**config.mk**
```make
export PLATFORM = sky130hd
export DESIGN_NAME = lane_mem_arbiter_flat
export DESIGN_NICKNAME = d
export VERILOG_FILES = /design/src/rtl/lane_mem_arbiter_pkg.sv /design/src/rtl/lane_mem_arbiter_if.sv /design/src/rtl/rr_arbiter.sv /design/src/rtl/lane_mem_arbiter.sv /design/src/flat_wrapper.sv
export SDC_FILE = /design/constraint.sdc
export NUM_CORES = 1
export LEC_CHECK = 0
export CELL_PAD_IN_SITES_DETAIL_PLACEMENT = 1
export CELL_PAD_IN_SITES_GLOBAL_PLACEMENT = 2
export CORE_AREA = 5 5 318 320
export CTS_CLUSTER_DIAMETER = 100
export CTS_CLUSTER_SIZE = 16
export DETAILED_ROUTE_END_ITERATION = 10
export DIE_AREA = 0 0 323 325
export GPL_TIMING_DRIVEN = 0
export HOLD_SLACK_MARGIN = 0.08
export MAX_ROUTING_LAYER = met4
export PLACE_DENSITY_LB_ADDON = 0.1
export SYNTH_ARGS = -nofsm -noshare
export SYNTH_HDL_FRONTEND = slang
export SYNTH_HIERARCHICAL = 1
export SYNTH_SLANG_ARGS = --single-unit
```
**constraint.sdc**
```tcl
create_clock -name clock -period 6.9 [get_ports clock]
set_input_delay 1.38 -clock clock [delete_from_list [all_inputs] [get_ports clock]]
set_output_delay 1.38 -clock clock [all_outputs]
set_load 0.05 [all_outputs]
```
**src/rtl/lane_mem_arbiter_pkg.sv**
```systemverilog
// Shared defaults, source-width derivation and request record for the lane memory arbiter.
package lane_mem_arbiter_pkg;

  localparam int unsigned DefNumLanes    = 4;
  localparam int unsigned DefDataWidth   = 64;
  localparam int unsigned DefLogsizeWidth = 3;
  localparam int unsigned DefMaxInflight = 4;

  function automatic int unsigned src_w(input int unsigned num_lanes);
    return (num_lanes > 1) ? $clog2(num_lanes) : 1;
  endfunction

  localparam int unsigned DefSrcW = (DefNumLanes > 1) ? $clog2(DefNumLanes) : 1;

  typedef struct packed {
    logic [DefDataWidth-1:0]    address;
    logic                       is_store;
    logic [DefLogsizeWidth-1:0] size;
    logic [DefDataWidth-1:0]    data;
    logic [DefSrcW-1:0]         source;
  } mem_req_t;

endpackage

```
**src/rtl/lane_mem_arbiter_if.sv**
```systemverilog
// Lane-side and memory-side channels plus status of the lane memory arbiter.
interface lane_mem_arbiter_if
  import lane_mem_arbiter_pkg::*;
#(
  parameter int unsigned NUM_LANES     = DefNumLanes,
  parameter int unsigned DATA_WIDTH    = DefDataWidth,
  parameter int unsigned LOGSIZE_WIDTH = DefLogsizeWidth
) ();

  localparam int unsigned SRC_W = src_w(NUM_LANES);

  logic [NUM_LANES-1:0]               lane_a_valid;
  logic [NUM_LANES-1:0]               lane_a_ready;
  logic [DATA_WIDTH*NUM_LANES-1:0]    lane_a_address;
  logic [NUM_LANES-1:0]               lane_a_is_store;
  logic [LOGSIZE_WIDTH*NUM_LANES-1:0] lane_a_size;
  logic [DATA_WIDTH*NUM_LANES-1:0]    lane_a_data;

  logic [NUM_LANES-1:0]               lane_d_valid;
  logic [NUM_LANES-1:0]               lane_d_ready;
  logic [DATA_WIDTH-1:0]              lane_d_data;
  logic                               lane_d_is_store;

  logic                               mem_a_valid;
  logic                               mem_a_ready;
  logic [DATA_WIDTH-1:0]              mem_a_address;
  logic                               mem_a_is_store;
  logic [LOGSIZE_WIDTH-1:0]           mem_a_size;
  logic [DATA_WIDTH-1:0]              mem_a_data;
  logic [SRC_W-1:0]                   mem_a_source;

  logic                               mem_d_valid;
  logic                               mem_d_ready;
  logic [SRC_W-1:0]                   mem_d_source;
  logic [DATA_WIDTH-1:0]              mem_d_data;
  logic                               mem_d_is_store;

  logic                               idle;
  logic                               src_error;

  // Arbiter view: accepts lane requests, masters the memory port.
  modport master (
    input  lane_a_valid, lane_a_address, lane_a_is_store, lane_a_size, lane_a_data,
    output lane_a_ready,
    output lane_d_valid, lane_d_data, lane_d_is_store,
    input  lane_d_ready,
    output mem_a_valid, mem_a_address, mem_a_is_store, mem_a_size, mem_a_data, mem_a_source,
    input  mem_a_ready,
    input  mem_d_valid, mem_d_source, mem_d_data, mem_d_is_store,
    output mem_d_ready,
    output idle, src_error
  );

  modport slave (
    output lane_a_valid, lane_a_address, lane_a_is_store, lane_a_size, lane_a_data,
    input  lane_a_ready,
    input  lane_d_valid, lane_d_data, lane_d_is_store,
    output lane_d_ready,
    input  mem_a_valid, mem_a_address, mem_a_is_store, mem_a_size, mem_a_data, mem_a_source,
    output mem_a_ready,
    output mem_d_valid, mem_d_source, mem_d_data, mem_d_is_store,
    input  mem_d_ready,
    input  idle, src_error
  );

endinterface

```
**src/rtl/rr_arbiter.sv**
```systemverilog
// Round-robin grant: first requester at or above the priority pointer, wrapping.
module rr_arbiter #(
  parameter int unsigned NUM_REQ = 4,
  parameter int unsigned PTR_W   = 2
) (
  input  logic [NUM_REQ-1:0] i_req,
  input  logic [PTR_W-1:0]   i_ptr,
  output logic [NUM_REQ-1:0] o_grant
);

  logic             w_found;
  logic [PTR_W-1:0] w_idx;

  always_comb begin
    o_grant = '0;
    w_found = 1'b0;
    w_idx   = '0;
    for (int unsigned k = 0; k < NUM_REQ; k++) begin
      w_idx = PTR_W'((32'(i_ptr) + k) % NUM_REQ);
      if (!w_found && i_req[w_idx]) begin
        o_grant[w_idx] = 1'b1;
        w_found        = 1'b1;
      end
    end
  end

endmodule

```
**src/rtl/lane_mem_arbiter.sv**
```systemverilog
// Multi-lane to single memory port arbiter with per-lane outstanding limits and
// combinational response routing by source id.
module lane_mem_arbiter
  import lane_mem_arbiter_pkg::*;
#(
  parameter int unsigned NUM_LANES     = DefNumLanes,
  parameter int unsigned DATA_WIDTH    = DefDataWidth,
  parameter int unsigned LOGSIZE_WIDTH = DefLogsizeWidth,
  parameter int unsigned MAX_INFLIGHT  = DefMaxInflight
) (
  input logic                clock,
  input logic                reset_n,
  lane_mem_arbiter_if.master bus
);

  localparam int unsigned SRC_W = src_w(NUM_LANES);
  localparam int unsigned CNT_W = $clog2(MAX_INFLIGHT + 1);
  localparam logic [CNT_W-1:0] MaxCnt   = CNT_W'(MAX_INFLIGHT);
  localparam logic [SRC_W-1:0] LastLane = SRC_W'(NUM_LANES - 1);

  typedef struct packed {
    logic [DATA_WIDTH-1:0]    address;
    logic                     is_store;
    logic [LOGSIZE_WIDTH-1:0] size;
    logic [DATA_WIDTH-1:0]    data;
    logic [SRC_W-1:0]         source;
  } req_t;

  req_t                 r_stage;
  logic                 r_stage_valid;
  logic [SRC_W-1:0]     r_ptr;
  logic [CNT_W-1:0]     r_inflight [NUM_LANES];
  logic                 r_src_error;

  req_t                 w_sel;
  logic [SRC_W-1:0]     w_gidx;
  logic [NUM_LANES-1:0] w_elig, w_grant, w_a_fire;
  logic [NUM_LANES-1:0] w_busy, w_src_hit, w_d_valid, w_d_fire;
  logic                 w_can_accept, w_d_bad;

  always_comb begin
    w_elig    = '0;
    w_busy    = '0;
    w_src_hit = '0;
    for (int i = 0; i < NUM_LANES; i++) begin
      w_elig[i]    = bus.lane_a_valid[i] && (r_inflight[i] < MaxCnt);
      w_busy[i]    = (r_inflight[i] != '0);
      w_src_hit[i] = (bus.mem_d_source == SRC_W'(i));
    end
  end

  rr_arbiter #(
    .NUM_REQ (NUM_LANES),
    .PTR_W   (SRC_W)
  ) u_rr_arbiter (
    .i_req   (w_elig),
    .i_ptr   (r_ptr),
    .o_grant (w_grant)
  );

  // The stage can take a new request if it is empty or draining this cycle.
  assign w_can_accept     = reset_n && (!r_stage_valid || bus.mem_a_ready);
  assign w_a_fire         = w_can_accept ? w_grant : '0;
  assign bus.lane_a_ready = w_a_fire;

  always_comb begin
    w_gidx = '0;
    w_sel  = '0;
    for (int i = 0; i < NUM_LANES; i++) begin
      if (w_grant[i]) begin
        w_gidx         = SRC_W'(i);
        w_sel.address  = bus.lane_a_address[DATA_WIDTH*i +: DATA_WIDTH];
        w_sel.is_store = bus.lane_a_is_store[i];
        w_sel.size     = bus.lane_a_size[LOGSIZE_WIDTH*i +: LOGSIZE_WIDTH];
        w_sel.data     = bus.lane_a_data[DATA_WIDTH*i +: DATA_WIDTH];
        w_sel.source   = SRC_W'(i);
      end
    end
  end

  // Responses to an unknown or idle lane are swallowed and flagged.
  assign w_d_valid = (reset_n && bus.mem_d_valid) ? (w_src_hit & w_busy) : '0;
  assign w_d_bad   = bus.mem_d_valid && !(|(w_src_hit & w_busy));
  assign w_d_fire  = w_d_valid & bus.lane_d_ready;

  assign bus.lane_d_valid    = w_d_valid;
  assign bus.lane_d_data     = bus.mem_d_data;
  assign bus.lane_d_is_store = bus.mem_d_is_store;
  assign bus.mem_d_ready     = reset_n && (w_d_bad || |(w_src_hit & bus.lane_d_ready));

  always_ff @(posedge clock) begin
    if (!reset_n) begin
      r_stage       <= '0;
      r_stage_valid <= 1'b0;
      r_ptr         <= '0;
      r_src_error   <= 1'b0;
    end else begin
      if (|w_a_fire) begin
        r_stage       <= w_sel;
        r_stage_valid <= 1'b1;
        r_ptr         <= (w_gidx == LastLane) ? '0 : w_gidx + 1'b1;
      end else if (bus.mem_a_ready) begin
        r_stage_valid <= 1'b0;
      end
      if (w_d_bad) begin
        r_src_error <= 1'b1;
      end
    end
  end

  always_ff @(posedge clock) begin
    for (int i = 0; i < NUM_LANES; i++) begin
      if (!reset_n) begin
        r_inflight[i] <= '0;
      end else if (w_a_fire[i] && !w_d_fire[i]) begin
        r_inflight[i] <= r_inflight[i] + 1'b1;
      end else if (w_d_fire[i] && !w_a_fire[i]) begin
        r_inflight[i] <= r_inflight[i] - 1'b1;
      end
    end
  end

  assign bus.mem_a_valid    = r_stage_valid;
  assign bus.mem_a_address  = r_stage.address;
  assign bus.mem_a_is_store = r_stage.is_store;
  assign bus.mem_a_size     = r_stage.size;
  assign bus.mem_a_data     = r_stage.data;
  assign bus.mem_a_source   = r_stage.source;
  assign bus.idle           = !r_stage_valid && !(|w_busy);
  assign bus.src_error      = r_src_error;

endmodule

```
**src/flat_wrapper.sv**
```systemverilog
// flat-port wrapper written by rule: the top's interface ports become plain ports
module lane_mem_arbiter_flat import lane_mem_arbiter_pkg::*;
#(
  parameter int unsigned NUM_LANES     = DefNumLanes,
  parameter int unsigned DATA_WIDTH    = DefDataWidth,
  parameter int unsigned LOGSIZE_WIDTH = DefLogsizeWidth,
  parameter int unsigned MAX_INFLIGHT  = DefMaxInflight
)
  (clock, reset_n, bus_lane_a_valid, bus_lane_a_address, bus_lane_a_is_store, bus_lane_a_size, bus_lane_a_data, bus_lane_a_ready, bus_lane_d_valid, bus_lane_d_data, bus_lane_d_is_store, bus_lane_d_ready, bus_mem_a_valid, bus_mem_a_address, bus_mem_a_is_store, bus_mem_a_size, bus_mem_a_data, bus_mem_a_source, bus_mem_a_ready, bus_mem_d_valid, bus_mem_d_source, bus_mem_d_data, bus_mem_d_is_store, bus_mem_d_ready, bus_idle, bus_src_error);
  lane_mem_arbiter_if #(.NUM_LANES(NUM_LANES), .DATA_WIDTH(DATA_WIDTH), .LOGSIZE_WIDTH(LOGSIZE_WIDTH)) bus_i ();
  input logic clock;
  input logic reset_n;
  input wire logic [$bits(bus_i.lane_a_valid)-1:0] bus_lane_a_valid;
  input wire logic [$bits(bus_i.lane_a_address)-1:0] bus_lane_a_address;
  input wire logic [$bits(bus_i.lane_a_is_store)-1:0] bus_lane_a_is_store;
  input wire logic [$bits(bus_i.lane_a_size)-1:0] bus_lane_a_size;
  input wire logic [$bits(bus_i.lane_a_data)-1:0] bus_lane_a_data;
  output wire logic [$bits(bus_i.lane_a_ready)-1:0] bus_lane_a_ready;
  output wire logic [$bits(bus_i.lane_d_valid)-1:0] bus_lane_d_valid;
  output wire logic [$bits(bus_i.lane_d_data)-1:0] bus_lane_d_data;
  output wire logic [$bits(bus_i.lane_d_is_store)-1:0] bus_lane_d_is_store;
  input wire logic [$bits(bus_i.lane_d_ready)-1:0] bus_lane_d_ready;
  output wire logic [$bits(bus_i.mem_a_valid)-1:0] bus_mem_a_valid;
  output wire logic [$bits(bus_i.mem_a_address)-1:0] bus_mem_a_address;
  output wire logic [$bits(bus_i.mem_a_is_store)-1:0] bus_mem_a_is_store;
  output wire logic [$bits(bus_i.mem_a_size)-1:0] bus_mem_a_size;
  output wire logic [$bits(bus_i.mem_a_data)-1:0] bus_mem_a_data;
  output wire logic [$bits(bus_i.mem_a_source)-1:0] bus_mem_a_source;
  input wire logic [$bits(bus_i.mem_a_ready)-1:0] bus_mem_a_ready;
  input wire logic [$bits(bus_i.mem_d_valid)-1:0] bus_mem_d_valid;
  input wire logic [$bits(bus_i.mem_d_source)-1:0] bus_mem_d_source;
  input wire logic [$bits(bus_i.mem_d_data)-1:0] bus_mem_d_data;
  input wire logic [$bits(bus_i.mem_d_is_store)-1:0] bus_mem_d_is_store;
  output wire logic [$bits(bus_i.mem_d_ready)-1:0] bus_mem_d_ready;
  output wire logic [$bits(bus_i.idle)-1:0] bus_idle;
  output wire logic [$bits(bus_i.src_error)-1:0] bus_src_error;
  assign bus_i.lane_a_valid = bus_lane_a_valid;
  assign bus_i.lane_a_address = bus_lane_a_address;
  assign bus_i.lane_a_is_store = bus_lane_a_is_store;
  assign bus_i.lane_a_size = bus_lane_a_size;
  assign bus_i.lane_a_data = bus_lane_a_data;
  assign bus_lane_a_ready = bus_i.lane_a_ready;
  assign bus_lane_d_valid = bus_i.lane_d_valid;
  assign bus_lane_d_data = bus_i.lane_d_data;
  assign bus_lane_d_is_store = bus_i.lane_d_is_store;
  assign bus_i.lane_d_ready = bus_lane_d_ready;
  assign bus_mem_a_valid = bus_i.mem_a_valid;
  assign bus_mem_a_address = bus_i.mem_a_address;
  assign bus_mem_a_is_store = bus_i.mem_a_is_store;
  assign bus_mem_a_size = bus_i.mem_a_size;
  assign bus_mem_a_data = bus_i.mem_a_data;
  assign bus_mem_a_source = bus_i.mem_a_source;
  assign bus_i.mem_a_ready = bus_mem_a_ready;
  assign bus_i.mem_d_valid = bus_mem_d_valid;
  assign bus_i.mem_d_source = bus_mem_d_source;
  assign bus_i.mem_d_data = bus_mem_d_data;
  assign bus_i.mem_d_is_store = bus_mem_d_is_store;
  assign bus_mem_d_ready = bus_i.mem_d_ready;
  assign bus_idle = bus_i.idle;
  assign bus_src_error = bus_i.src_error;
  lane_mem_arbiter #(.NUM_LANES(NUM_LANES), .DATA_WIDTH(DATA_WIDTH), .LOGSIZE_WIDTH(LOGSIZE_WIDTH), .MAX_INFLIGHT(MAX_INFLIGHT)) u_core (.clock(clock), .reset_n(reset_n), .bus(bus_i));
endmodule
```
==> metrics.cfg <==
[status]
status=complete, no violations

[power_and_ir_drop]
internal-power_uw=4160
switching_power_uw=6151
powerDensity_nw_per_um2=529.9
p_comb_share_pct=76.2
power_uw=10310
clkPwrFrac_pct=9.8
power.share.sequential_pct=14.0
ir_worst_vdd_mv=0.1977
power_switching_share_pct=59.66
power_leakage_uw=0.006688

[place]
hpwl_um=72390
dp_cells=3332
io_buffers=751
gp_congestion=0.8313

[clock_tree]
post_cts.repair.setup_buffers=0
clock_sinks=150
clk_latency_ns=0.51
root_buffer=clkbuf_16
cts_made_buffers=17
cts.clk_slew.worst_paths_ns=0.07
h-tree-depth=4
cts_max_path_buffers=2
cts_tree=built

[sta]
worst_pin_slew_ns=1.063
slew_viol_final=0
hold_viol_final=0
period_share_pct=93.50
slew_headroom_pct=29.14
fin_skew_ns=0.02469
min_period_ns=6.451
holdWs_ns=0.4639
max_freq_ghz=0.1550
setup_violations=0
rsz0062_at_grt=false
setup_tns_ns=0

[routing]
drt_wl_total_um=87000
dr.pass1.iters=5
drt-met1-wl_um=34150
vias_per_cell=3.808
drt-wirelength-per-cell_um=25.59
ant_nets=0
dr_wl_met2_um=45560
met3_length_um=5943
drcViolationCount=0
vias=12950
drt_iter0_drc=382
routed.top_layer=met4

[setup_path]
r2r_cells=12
criticalPathCategory=input port to primary output
worstPathRequired_ns=5.52
arrival_ns=5.07
worst_setup_path_start_kind=input port
crit_path_max_incr_delay_ns=0.87
endpoint_kind=primary output
path_max_fanout=10
cp_cell_sequence=clkdlybuf4s50_1 > nor2b_1 > mux4_2 > buf_6 > nor4b_4 > nand2_1 > o211ai_1 > buf_2 > and3_1 > clkbuf_1 > clkdlybuf4s50_1
crit_path_frequent_cell=clkdlybuf4s50_1
slowest_stage=clkdlybuf4s50_1

[global_route]
grt_use_total_pct=16.45
grt_pass1_vias=14420
grt_start_max_net_pins=17
grt_pass1_wl_um=117500
antenna_found_initial=39
grt_overflow=0

[floorplan]
die_h_um=325
design.core.area_um2=97840
initial_core_util_pct=9.879
fp-row-count=115
ios=818
die_area_um2=105000
die_w_um=323

[layout]
final_nets=2688
fillers=11550
stdcell_count=3400
layout-drive-gt1-share_pct=7.752
syn2layout_area_growth_pct=101.3
utilization_pct=19.88

[logic_synthesis]
yosysUniqueCellTypes=48
synth_seq_cells=150
avgSynthCellArea_um2=7.469
yosysTopAreaCell=dfxtp_1
synth.area.top_cells=dfxtp_1 29%, a21oi_1 14%, o2bb2ai_1 12%, o21ai_0 11%, nand2_1 5.8%
ys.flop_type=dfxtp_1
synth_common_cells=273 x a21oi_1, 208 x o21ai_0, 149 x nand2_1
synth_top_area_share_pct=28.58
syn-instance-count=1294
netlist_area_um2=9666
syn_nets=1918
synth_most_common_cell=a21oi_1
synth_seq_area_share_pct=32.31
yosysWarnings=6
async_flop_share_pct=0
synth-edff-count=12

[min_path]
hold_depth=1
min_path_type=register to register

[job]
cap_violations=0

[logic make-up (layout without fill, tap and decap cells)]
logic type | count (synthesis) | in the layout | share of synthesized area (%)
buffers and inverters | 208 | 991 | 11.51
flip-flops | 150 | 150 | 32.31
multiplexers | 5 | 5 | 1.243
AO/OA/AOI/OAI | 689 | 689 | 41.27
other | 0 | 36 | 0
XOR/XNOR | 2 | 2 | 0.1813
AND/OR/NAND/NOR | 223 | 223 | 11.21
adder cells (fa/ha/maj) | 17 | 17 | 2.278
[registers in the layout (all words and copies together) (netlist names)]
register                   flops
u_core/bus.mem_a_address      64
u_core/bus.mem_a_data         64
u_core/r_inflight             12
u_core/bus.mem_a_size          3
u_core/bus.mem_a_source        2
u_core/r_ptr                   2
u_core/bus.mem_a_is_store      1
u_core/bus.mem_a_valid         1
u_core/bus.src_error           1
[power groups by stage]
stage	Combinational, µW	Clock [µW]	Sequential [µW]
2_1_floorplan	3690	0	2370
3_3_place_gp	8000	0	1460
3_5_place_dp	8050	0	1460
4_1_cts	8080	1080	1450
5_1_grt	8660	1100	1490
6_report	7850	1010	1440
[final timing paths]
| path | from | to | slack [ns] |
|---|---|---|---|
| hold / removal | u_core/bus.mem_a_address[6] | u_core/bus.mem_a_address[6] | 0.46 |
| setup / recovery | bus_lane_a_valid[1] | bus_lane_a_ready[3] | 0.45 |
| setup reg to reg | u_core/r_ptr[0] | u_core/bus.mem_a_size[1] | 2.32 |
| hold reg to reg | u_core/bus.mem_a_address[6] | u_core/bus.mem_a_address[6] | 0.46 |
[placed cells by master (no fill, tap or decap), drive strengths merged, types with 2 or more instances in the layout]
cell | synthesis | layout
buf | 130 | 130
clkinvlp | 0 | 2
o2bb2ai | 132 | 132
mux4 | 5 | 5
xnor2 | 2 | 2
clkinv | 0 | 5
nand2b | 5 | 5
dfxtp | 138 | 138
nand3b | 2 | 2
nor3 | 3 | 3
clkdlybuf4s50 | 0 | 750
nand2 | 149 | 149
o211ai | 6 | 6
nand4 | 3 | 3
nor2 | 6 | 6
and3 | 5 | 5
clkbuf | 58 | 79
nand4b | 7 | 7
nand3 | 13 | 13
or3 | 2 | 2
inv | 20 | 23
or2 | 2 | 2
o21ai | 269 | 269
nor3b | 3 | 3
diode | 0 | 36
a21oi | 273 | 273
and2 | 3 | 3
edfxtp | 12 | 12
nor4 | 4 | 4
nor2b | 11 | 11
a21o | 6 | 6
ha | 16 | 16
[area by class of cell]
type	instances	area, µm²	area share, %
tap	1287	1610	8.276
inverter	20	75.07	0.3859
antenna	36	90.09	0.4630
clock inverter	11	97.59	0.5016
timing repair buffer	751	7520	38.65
sequential	150	3123	16.05
clock buffer	21	470.5	2.418
multi-input combinational	936	5430	27.91
buffer	188	1040	5.344
[per-layer routing]
layer  track usage [%]  vias up
li1                  -     6245
met1             17.66     6233
met2             29.55      422
met3             5.232       46
met4             3.729        0
met5                 -        -
[metrics by stage]
step,worst slack [ns],cell area (µm²)
after floorplan,1.984,9666
after global placement,-0.1139,18790
after detailed placement,-0.1856,18790
after CTS,0.05095,19360
after global routing,0.1999,19450
final,0.4486,19460
[critical path, delay by kind of cell]
kind	cells	cell delay (ns)
and+or+nand+nor	4	0.97
muxes	1	0.47
buffers and inverters	5	2.16
AOI/OAI and AO/OA	1	0.09
[what timing repair did]
item                       CTS  global route
hold buffers                 0             0
resized for setup            1             1
setup endpoints to repair    1             1
(Power assumes the default switching activity.)
